### src/rtl/wgt_fetch_if.sv
// Weight fetch bus: SRAM read port plus the push/ack path to the weight buffer.
// master = wgt_fetch side; slave = SRAM / buffer / PE array side.
interface wgt_fetch_if #(
    parameter int ADDR_W = 10
);
    logic                     mem_en;
    logic [ADDR_W-1:0]        mem_addr;
    logic signed [7:0]        mem_rdata;
    logic signed [7:0]        wgt_input;
    logic                     wgt_read;
    logic                     grp_valid;
    logic                     grp_ack;

    modport master (
        output mem_en,
        output mem_addr,
        input  mem_rdata,
        output wgt_input,
        output wgt_read,
        output grp_valid,
        input  grp_ack
    );

    modport slave (
        input  mem_en,
        input  mem_addr,
        output mem_rdata,
        input  wgt_input,
        input  wgt_read,
        input  grp_valid,
        output grp_ack
    );
endinterface

### src/rtl/wgt_fetch.sv
// Weight fetch sequencer: reads NUM_WGT-word groups from weight SRAM and
// pushes them into the weight shift buffer, then waits for grp_ack.
// Ports: clk, rst_n (async low), stall, start/base_addr/num_groups (job),
// busy/done (status), bus (wgt_fetch_if.master: SRAM read + buffer push).
module wgt_fetch #(
    parameter int NUM_WGT = 4,
    parameter int ADDR_W  = 10
) (
    input  logic              clk,
    input  logic              rst_n,
    input  logic              stall,
    input  logic              start,
    input  logic [ADDR_W-1:0] base_addr,
    input  logic [7:0]        num_groups,
    output logic              busy,
    output logic              done,
    wgt_fetch_if.master       bus
);
    localparam int CW = $clog2(NUM_WGT + 1);

    typedef enum logic [1:0] {
        IDLE,
        FETCH,
        WAIT_ACK,
        FINISH
    } state_t;

    state_t            state;
    state_t            state_nxt;
    logic              enter_fetch;
    logic [ADDR_W-1:0] addr;
    logic [7:0]        grp_left;
    logic [CW-1:0]     issued;
    logic [CW-1:0]     pushed;
    logic              rd_vld;
    logic [1:0]        occ;
    logic signed [7:0] f0;
    logic signed [7:0] f1;
    logic signed [7:0] last;
    logic [2:0]        fill;
    logic              issue;
    logic              pop;
    logic              push;

    // Entries held plus the one read still in flight; a same-cycle pop
    // frees one slot, so the limit rises to 3 when popping.
    assign fill  = {1'b0, occ} + {2'b00, rd_vld};
    assign pop   = (occ != 2'd0) && !stall && (state == FETCH);
    assign push  = rd_vld;
    assign issue = (state == FETCH) && !stall
                 && (issued < CW'(NUM_WGT))
                 && (fill < (pop ? 3'd3 : 3'd2));

    assign bus.mem_en    = issue;
    assign bus.mem_addr  = addr;
    assign bus.wgt_read  = pop;
    assign bus.wgt_input = (occ != 2'd0) ? f0 : last;
    assign bus.grp_valid = (state == WAIT_ACK);
    assign busy          = (state != IDLE);
    assign done          = (state == FINISH);

    always_comb begin
        state_nxt   = state;
        enter_fetch = 1'b0;
        unique case (state)
            IDLE: begin
                if (start) begin
                    if (num_groups != 8'd0) begin
                        state_nxt   = FETCH;
                        enter_fetch = 1'b1;
                    end else begin
                        state_nxt = FINISH;
                    end
                end
            end
            FETCH: begin
                if (pop && (pushed == CW'(NUM_WGT - 1)))
                    state_nxt = WAIT_ACK;
            end
            WAIT_ACK: begin
                if (bus.grp_ack) begin
                    if (grp_left == 8'd1) begin
                        state_nxt = FINISH;
                    end else begin
                        state_nxt   = FETCH;
                        enter_fetch = 1'b1;
                    end
                end
            end
            FINISH: state_nxt = IDLE;
            default: state_nxt = IDLE;
        endcase
    end

    always_ff @(posedge clk or negedge rst_n) begin
        if (!rst_n) begin
            state    <= IDLE;
            addr     <= '0;
            grp_left <= '0;
            issued   <= '0;
            pushed   <= '0;
            rd_vld   <= 1'b0;
        end else begin
            state  <= state_nxt;
            rd_vld <= issue;
            if ((state == IDLE) && start) begin
                addr     <= base_addr;
                grp_left <= num_groups;
            end else begin
                if (issue)
                    addr <= addr + ADDR_W'(1);
                if ((state == WAIT_ACK) && bus.grp_ack)
                    grp_left <= grp_left - 8'd1;
            end
            if (enter_fetch) begin
                issued <= '0;
                pushed <= '0;
            end else begin
                if (issue)
                    issued <= issued + CW'(1);
                if (pop)
                    pushed <= pushed + CW'(1);
            end
        end
    end

    // Two-entry return FIFO; f0 is the head. last keeps the most recently
    // popped weight so wgt_input holds steady while the FIFO is empty.
    always_ff @(posedge clk or negedge rst_n) begin
        if (!rst_n) begin
            occ  <= 2'd0;
            f0   <= '0;
            f1   <= '0;
            last <= '0;
        end else begin
            if (pop)
                last <= f0;
            unique case ({push, pop})
                2'b10: begin
                    if (occ == 2'd0)
                        f0 <= bus.mem_rdata;
                    else
                        f1 <= bus.mem_rdata;
                    occ <= occ + 2'd1;
                end
                2'b01: begin
                    f0  <= f1;
                    occ <= occ - 2'd1;
                end
                2'b11: begin
                    if (occ == 2'd1) begin
                        f0 <= bus.mem_rdata;
                    end else begin
                        f0 <= f1;
                        f1 <= bus.mem_rdata;
                    end
                end
                default: ;
            endcase
        end
    end
endmodule

### src/flat_wrapper.sv
// flat-port wrapper written by rule: the top's interface ports become plain ports
module wgt_fetch_flat 
#(
    parameter int NUM_WGT = 4,
    parameter int ADDR_W  = 10
)
  (clk, rst_n, stall, start, base_addr, num_groups, busy, done, bus_mem_en, bus_mem_addr, bus_mem_rdata, bus_wgt_input, bus_wgt_read, bus_grp_valid, bus_grp_ack);
  wgt_fetch_if #(.ADDR_W(ADDR_W)) bus_i ();
  input  logic clk;
  input  logic rst_n;
  input  logic stall;
  input  logic start;
  input  logic [ADDR_W-1:0] base_addr;
  input  logic [7:0] num_groups;
  output logic busy;
  output logic done;
  output wire logic [$bits(bus_i.mem_en)-1:0] bus_mem_en;
  output wire logic [$bits(bus_i.mem_addr)-1:0] bus_mem_addr;
  input wire logic [$bits(bus_i.mem_rdata)-1:0] bus_mem_rdata;
  output wire logic [$bits(bus_i.wgt_input)-1:0] bus_wgt_input;
  output wire logic [$bits(bus_i.wgt_read)-1:0] bus_wgt_read;
  output wire logic [$bits(bus_i.grp_valid)-1:0] bus_grp_valid;
  input wire logic [$bits(bus_i.grp_ack)-1:0] bus_grp_ack;
  assign bus_mem_en = bus_i.mem_en;
  assign bus_mem_addr = bus_i.mem_addr;
  assign bus_i.mem_rdata = bus_mem_rdata;
  assign bus_wgt_input = bus_i.wgt_input;
  assign bus_wgt_read = bus_i.wgt_read;
  assign bus_grp_valid = bus_i.grp_valid;
  assign bus_i.grp_ack = bus_grp_ack;
  wgt_fetch #(.NUM_WGT(NUM_WGT), .ADDR_W(ADDR_W)) u_core (.clk(clk), .rst_n(rst_n), .stall(stall), .start(start), .base_addr(base_addr), .num_groups(num_groups), .busy(busy), .done(done), .bus(bus_i));
endmodule
### config.mk
export PLATFORM = sky130hd
export DESIGN_NAME = wgt_fetch_flat
export DESIGN_NICKNAME = d
export VERILOG_FILES = /design/src/rtl/wgt_fetch_if.sv /design/src/rtl/wgt_fetch.sv /design/src/flat_wrapper.sv
export SDC_FILE = /design/constraint.sdc
export NUM_CORES = 1
export LEC_CHECK = 0
export ABC_AREA = 1
export CORE_MARGIN = 2
export CORE_UTILIZATION = 57
export CTS_CLUSTER_SIZE = 40
export DETAILED_ROUTE_END_ITERATION = 10
export GPL_TIMING_DRIVEN = 1
export PLACE_DENSITY_LB_ADDON = 0.1
export SKIP_LAST_GASP = 1
export SYNTH_ARGS = -nofsm -noshare
export SYNTH_HDL_FRONTEND = slang
export SYNTH_SLANG_ARGS = --single-unit
### constraint.sdc
create_clock -name clk -period 4.15 [get_ports clk]
set_clock_uncertainty 0.05 [all_clocks]
set_input_delay 0.83 -clock clk [delete_from_list [all_inputs] [get_ports clk]]
set_output_delay 0.83 -clock clk [all_outputs]
set_load 0.02 [all_outputs]
==> results of run 1 <==
-- metrics by stage --
stage          setup slack (ps)  hold WS (ps)  utilization, %
6_report                    744           443            71.9
5_1_grt                     589           475            71.9
4_1_cts                     740           448            71.9
3_5_place_dp                768           426            69.8
3_3_place_gp                800           417            69.8
2_1_floorplan              1650           403               -
-- state kept, by name, indices dropped and copies added, names as in the netlist --
register,count
u_core.f0,8
u_core.pushed,3
u_core.occ,2
u_core.state,2
u_core.bus.mem_addr,10
u_core.last,8
u_core.f1,8
u_core.grp_left,8
u_core.push,1
u_core.issued,3
-- cell type report --
cell class / count / area [µm²] / share of cell area (%)
clock buffer: 5 / 68.8 / 1.90
multi-input combinational: 278 / 1380 / 38.1
tap: 70 / 87.6 / 2.42
inverter: 47 / 176 / 4.87
timing repair buffer: 56 / 548 / 15.1
sequential: 53 / 1330 / 36.6
clock inverter: 2 / 35.0 / 0.967
-- Yosys cell counts --
| master | n |
|---|---|
| sky130_fd_sc_hd__o21ai_1 | 2 |
| sky130_fd_sc_hd__xnor2_1 | 1 |
| sky130_fd_sc_hd__o21ai_0 | 41 |
| sky130_fd_sc_hd__nand3_1 | 27 |
| sky130_fd_sc_hd__buf_2 | 6 |
| sky130_fd_sc_hd__nand4_1 | 3 |
| sky130_fd_sc_hd__or2_2 | 3 |
| sky130_fd_sc_hd__nor3_2 | 1 |
| sky130_fd_sc_hd__nand3_2 | 1 |
| sky130_fd_sc_hd__a32oi_1 | 1 |
| sky130_fd_sc_hd__nand2_4 | 1 |
| sky130_fd_sc_hd__o21ai_2 | 1 |
| sky130_fd_sc_hd__o21bai_1 | 1 |
| sky130_fd_sc_hd__inv_1 | 44 |
| sky130_fd_sc_hd__o211ai_1 | 3 |
| sky130_fd_sc_hd__or2_0 | 2 |
| sky130_fd_sc_hd__ha_1 | 10 |
| sky130_fd_sc_hd__xor2_1 | 7 |
| sky130_fd_sc_hd__o221ai_1 | 2 |
| sky130_fd_sc_hd__inv_2 | 3 |
| sky130_fd_sc_hd__nor2_2 | 3 |
| sky130_fd_sc_hd__dfrtp_1 | 53 |
| sky130_fd_sc_hd__buf_4 | 2 |
| sky130_fd_sc_hd__a21oi_1 | 7 |
| sky130_fd_sc_hd__nor2_1 | 25 |
| sky130_fd_sc_hd__nand2_1 | 125 |
| sky130_fd_sc_hd__a31oi_1 | 9 |
| sky130_fd_sc_hd__nand2_2 | 1 |
| sky130_fd_sc_hd__clkbuf_1 | 5 |
| sky130_fd_sc_hd__nor2_4 | 1 |
-- routing by layer --
layer | track usage, % | share of wire, %
met5 | 0 | 0
met4 | 5.82 | 0.83
met3 | 3.93 | 4.4
met2 | 37.6 | 47
met1 | 32.5 | 48
-- logic make-up after synthesis --
kind of cell	after synthesis	share of synthesized area [%]
and+or+nand+nor	193	27.7
AOI/OAI and AO/OA	67	12.6
buffers and inverters	60	8.15
DFF	53	45.0
adders and majority gates	10	4.24
xor gates and xnor gates	8	2.38
-- cells in the final DEF, fill, tap and decap left out --
cell type / instances
sky130_fd_sc_hd__o211ai_1: 3
sky130_fd_sc_hd__xor2_1: 7
sky130_fd_sc_hd__or2_2: 3
sky130_fd_sc_hd__nand2_2: 1
sky130_fd_sc_hd__nand4_1: 3
sky130_fd_sc_hd__inv_1: 44
sky130_fd_sc_hd__nand2_1: 125
sky130_fd_sc_hd__o21ai_0: 41
sky130_fd_sc_hd__nor2_2: 3
sky130_fd_sc_hd__or2_0: 2
sky130_fd_sc_hd__nor3_2: 1
sky130_fd_sc_hd__clkdlybuf4s50_1: 52
sky130_fd_sc_hd__nand2_4: 1
sky130_fd_sc_hd__o221ai_1: 2
sky130_fd_sc_hd__inv_2: 3
sky130_fd_sc_hd__nor2_1: 25
sky130_fd_sc_hd__o21ai_2: 1
sky130_fd_sc_hd__o21ai_1: 2
sky130_fd_sc_hd__bufinv_16: 1
sky130_fd_sc_hd__a21oi_1: 7
sky130_fd_sc_hd__ha_1: 10
sky130_fd_sc_hd__nor2_4: 1
sky130_fd_sc_hd__nand3_2: 1
sky130_fd_sc_hd__a31oi_1: 9
sky130_fd_sc_hd__a32oi_1: 1
sky130_fd_sc_hd__buf_4: 3
sky130_fd_sc_hd__clkbuf_8: 5
sky130_fd_sc_hd__xnor2_1: 1
sky130_fd_sc_hd__clkinv_2: 1
sky130_fd_sc_hd__o21bai_1: 1
sky130_fd_sc_hd__dfrtp_1: 53
sky130_fd_sc_hd__buf_2: 1
sky130_fd_sc_hd__nand3_1: 27
-- how the worst min path moves through the flow --
stage                               from                  to  slack, ps  cells after the start
after floorplan           u_core.last[6]      u_core.last[6]        400                      2
after global placement    u_core.last[3]      u_core.last[3]        420                      2
after detailed placement  u_core.last[6]      u_core.last[6]        430                      2
after CTS                 u_core.last[6]      u_core.last[6]        450                      2
after global routing        u_core.f1[6]        u_core.f1[6]        470                      2
final                              rst_n  u_core.grp_left[3]        440                      1
-- critical path: cells and delay by family --
kind                   cells  cell delay (ps)
buffers and inverters      3             1220
AOI/OAI and AO/OA          1              150
and+or+nand+nor            3              310
-- report_power, final --
| part | leakage [nW] | internal, mW | total (mW) | switching [mW] |
|---|---|---|---|---|
| Sequential | 0.657 | 0.746 | 0.924 | 0.178 |
| Combinational | 1.06 | 0.541 | 1.30 | 0.754 |
| Clock | 0.0540 | 0.176 | 0.338 | 0.162 |
| Total | 1.77 | 1.46 | 2.56 | 1.09 |
==> flow_summary.rst, run 1 <==
.. list-table::
   :header-rows: 1

   * - Metric
     - Value
   * - Final-layout fill cell count
     - 440
   * - Cells after synthesis
     - 391
   * - Arrival time worst endpoint
     - 2530 ps
   * - Via count of the first global-routing pass
     - 2452
   * - Worst setup path startpoint
     - stall
   * - Global-route wire length before repair
     - 11000 µm
   * - # Post-CTS Setup Buffers
     - 0
   * - Power Total
     - 2.56 mW
   * - Inserted Diodes
     - 0
   * - Final Setup Violations
     - 0
   * - Power per cell area
     - 706 mW/mm²
   * - Critical path destination
     - bus_mem_en
   * - FF-to-FF End
     - u_core.f0[6]
   * - Number of clock buffers inserted by TritonCTS
     - 5
   * - Detail-routed via count per cell
     - 5.16
   * - Highest attainable clock frequency
     - 294 MHz
   * - Global route overflow
     - 0
   * - Antenna violation net count after detailed routing
     - 0
   * - Fraction of synthesized cell area taken by the top area cell type
     - 45.0%
   * - Critical path fanouts, max
     - 3
   * - Lkg Pwr
     - 1.77 nW
   * - Class of the worst hold path
     - in -> async
   * - Clock net sink count
     - 53
   * - Post-synthesis average cell area
     - 7.54 µm²
   * - # IOs
     - 54
   * - First-pass DRT Iterations
     - 4
   * - Final Critical Period
     - 3410 ps
   * - Synth warnings
     - 0
   * - Drt first-iter violations
     - 131
   * - Layout Nets
     - 482
   * - Cts repair resizes
     - 0
   * - Routed WL per cell
     - 12.3 µm
   * - Setup Total Neg Slack
     - 0 ps
   * - Cells after DPL
     - 504
   * - R2r worst-path depth
     - 8
   * - Antenna violations before repair
     - 0
   * - Core area
     - 0.00504 mm²
   * - Share of the yosys chip area belonging to registers
     - 45.0%
   * - Crit Path Category
     - in -> out
   * - Remaining design rule violation count
     - 0
   * - Kind of start point of the critical path
     - input port
   * - Result of the run
     - finished clean
   * - Number of buffers on the longest clock path
     - 2
   * - Starting density of the core
     - 58.5%
   * - Biggest area contributors in the synthesized netlist
     - sky130_fd_sc_hd__dfrtp_1, sky130_fd_sc_hd__nand2_1, sky130_fd_sc_hd__o21ai_0
   * - Net Count, Synth
     - 432
   * - RSZ-0062 raised after global routing
     - false
   * - Hold-fix buffer count after cts
     - 0
   * - Measured slew at the worst slew-check pin
     - 737 ps
   * - Area growth from synthesis to final layout
     - 22.9%
   * - FF-to-FF setup slack
     - 1790 ps
   * - Synth unique cells
     - 30
   * - Synth Register Bits
     - 53
   * - Count of maximum capacitance violations
     - 0
   * - Crit share post-route
     - 82.1%
   * - R2R Path Start
     - u_core.occ[0]
   * - Post-DP Area
     - 0.00352 mm²
   * - HPWL after detailed placement
     - 4640 µm
   * - Die area
     - 0.00577 mm²
   * - CTS tree
     - yes
   * - Worst-Skew Late Latency
     - 300 ps
   * - Std cell rows
     - 26
   * - Final weighted congestion of routability-driven global placement
     - 0.843
   * - Number of buffer cells added on primary ports
     - 53
   * - Total global-route track usage
     - 23.1%
   * - Maximum number of pins on one net before global-route repair
     - 35
   * - Library cell contributing the largest single delay on the critical path
     - sky130_fd_sc_hd__clkdlybuf4s50_1
   * - Cell-by-cell trace of the critical path
     - clkdlybuf4s50_1 -> nor2_4 -> nand2_4 -> o21ai_2 -> nand2_1 -> inv_1 -> clkdlybuf4s50_1
   * - Post-Layout Cell Count
     - 511
   * - CTS H-tree lvls
     - 2
   * - Peak per-stage delay on the critical path
     - 610 ps
   * - Die X-Extent
     - 75.9 µm
   * - Via count of the routed design
     - 2636
   * - Yosys top cell by area
     - sky130_fd_sc_hd__dfrtp_1
   * - Clock-pin slew of the registers on the worst-case setup and hold paths
     - 90 ps
   * - Max-slew headroom
     - 50.8%
   * - Count of pins over their slew limit
     - 0
   * - Chip height
     - 75.9 µm
   * - Critical Path Most Common Cell
     - sky130_fd_sc_hd__clkdlybuf4s50_1
   * - Proportion of layout cells with a drive suffix above 1
     - 5.90%
   * - Peak VDD IR
     - 0.338 mV
   * - Count of final hold-check violations
     - 0
   * - Crit. End Element
     - output port
   * - Required time of the worst setup path
     - 3270 ps
   * - Final instance area
     - 0.00362 mm²
   * - Post-detailed-routing wire length
     - 6260 µm
   * - Clock Root Buffer
     - sky130_fd_sc_hd__clkbuf_8
   * - Summed instance area of the synthesized netlist
     - 0.00295 mm²
Power figures use the tool's default switching activity.
==> inputs of run 2 (changes only) <==
Settings changed: CORE_UTILIZATION 57 to 52.
Clock period 4.15 ns to 3.32 ns, I/O delays scaled along.
==> flow_summary.rst, run 2 (synthesized netlist as in run 1, its figures left out) <==
.. list-table::
   :header-rows: 1

   * - Metric
     - Value
   * - Result of the run
     - finished clean
   * - Hold-fix buffer count after cts
     - 0
   * - Setup Total Neg Slack
     - 0 ps
   * - Crit Path Category
     - reg -> out
   * - Class of the worst hold path
     - in -> async
   * - Lkg Pwr
     - 1.77 nW
   * - Post-detailed-routing wire length
     - 6540 µm
   * - Antenna violation net count after detailed routing
     - 0
   * - Via count of the routed design
     - 2613
   * - Routed WL per cell
     - 12.7 µm
   * - Kind of start point of the critical path
     - flop
   * - Number of buffer cells added on primary ports
     - 53
   * - Highest attainable clock frequency
     - 316 MHz
   * - Clock-pin slew of the registers on the worst-case setup and hold paths
     - 100 ps
   * - Count of maximum capacitance violations
     - 0
   * - Top library cells by usage in the layout, fill and taps aside
     - sky130_fd_sc_hd__nand2_1, sky130_fd_sc_hd__clkdlybuf4s50_1, sky130_fd_sc_hd__dfrtp_1, sky130_fd_sc_hd__inv_1, sky130_fd_sc_hd__o21ai_0
   * - Worst-Skew Late Latency
     - 310 ps
   * - Remaining design rule violation count
     - 0
   * - Die X-Extent
     - 79.3 µm
   * - Power per cell area
     - 872 mW/mm²
   * - Inserted Diodes
     - 0
   * - Count of final hold-check violations
     - 0
   * - Number of buffers on the longest clock path
     - 2
   * - Clock net sink count
     - 53
   * - Total global-route track usage
     - 22.6%
   * - # Post-CTS Setup Buffers
     - 0
   * - Chip height
     - 79.3 µm
   * - Crit. End Element
     - output port
   * - Max-slew headroom
     - 65.1%
   * - Proportion of layout cells with a drive suffix above 1
     - 6.74%
   * - Final Setup Violations
     - 0
   * - HPWL after detailed placement
     - 4780 µm
   * - CTS tree
     - yes
   * - Count of pins over their slew limit
     - 0
   * - Drt first-iter violations
     - 144
   * - Crit share post-route
     - 95.2%
   * - Critical path fanouts, max
     - 8
   * - Core area
     - 0.00551 mm²
   * - Detail-routed via count per cell
     - 5.05
   * - FF-to-FF setup slack
     - 1140 ps
   * - Std cell rows
     - 27
   * - R2r worst-path depth
     - 9
   * - Number of flip-flops under the largest register name
     - 10
   * - R2R Path Start
     - u_core.push
   * - CTS H-tree lvls
     - 2
   * - Antenna violations before repair
     - 0
   * - Number of clock buffers inserted by TritonCTS
     - 5
   * - Starting density of the core
     - 53.6%
   * - Area growth from synthesis to final layout
     - 23.3%
   * - Peak VDD IR
     - 0.448 mV
   * - Global-route wire length before repair
     - 11300 µm
   * - Layout Nets
     - 485
   * - Cts repair resizes
     - 0
   * - Global route overflow
     - 0
   * - Final weighted congestion of routability-driven global placement
     - 0.786
   * - Arrival time worst endpoint
     - 2450 ps
   * - Required time of the worst setup path
     - 2610 ps
   * - First-pass DRT Iterations
     - 5
   * - Maximum number of pins on one net before global-route repair
     - 34
   * - Die area
     - 0.00629 mm²
   * - # IOs
     - 54
   * - Via count of the first global-routing pass
     - 2552
   * - Most frequent standard cell in the layout excluding fill and tap cells
     - sky130_fd_sc_hd__nand2_1
   * - Measured slew at the worst slew-check pin
     - 524 ps
   * - Final Critical Period
     - 3160 ps
   * - Worst setup path startpoint
     - u_core.push
   * - Power Total
     - 3.17 mW
   * - Clock Root Buffer
     - sky130_fd_sc_hd__clkbuf_8
   * - RSZ-0062 raised after global routing
     - false
==> run 2: path summary, 6_finish.rpt <==
kind,end
min,u_core.grp_left[2]
max reg2reg,u_core.bus.mem_addr[5]
max in group asynchronous,u_core.last[0]
max,bus_mem_en
min reg2reg,u_core.last[7]
min in group clk,u_core.last[7]
==> run 2: routing by layer <==
metal | global-route usage, % | routed length (µm)
met1 | 31.3 | 3230
met2 | 37.5 | 3010
met3 | 3.41 | 245
met4 | 5.34 | 57
met5 | 0 | 0
==> run 2: critical path: stages (launching register included) <==
cell	delay [ps]
sky130_fd_sc_hd__dfrtp_2	480
sky130_fd_sc_hd__ha_1	220
sky130_fd_sc_hd__ha_1	170
sky130_fd_sc_hd__or2_2	280
sky130_fd_sc_hd__nor3_2	190
sky130_fd_sc_hd__nand2_1	130
sky130_fd_sc_hd__inv_1	80
sky130_fd_sc_hd__clkdlybuf4s50_1	600
==> run 2: power by group <==
part / internal [mW] / leakage, nW / switching (mW)
logic: 0.690 / 1.08 / 0.957
clock network: 0.149 / 0.0374 / 0.217
registers: 0.933 / 0.656 / 0.221
total: 1.77 / 1.77 / 1.40
==> run 2: stage by stage <==
stage	instances	utilization, %	setup WS, ps	cell area (µm²)	hold WS (ps)
after floorplan	391	-	985	2950	318
after global placement	509	64.4	283	3550	416
after detailed placement	509	64.4	266	3550	423
after CTS	517	66.0	123	3630	284
after global routing	517	66.0	40.7	3630	314
final	517	66.0	160	3630	268
==> run 2: area by class of cell <==
class / instances / area (µm²)
fill: 473 / 1870
multi-input combinational: 278 / 1380
sequential: 53 / 1330
timing repair buffer: 59 / 571
inverter: 47 / 176
tap: 72 / 90.1
clock buffer: 6 / 72.6
clock inverter: 2 / 15.0
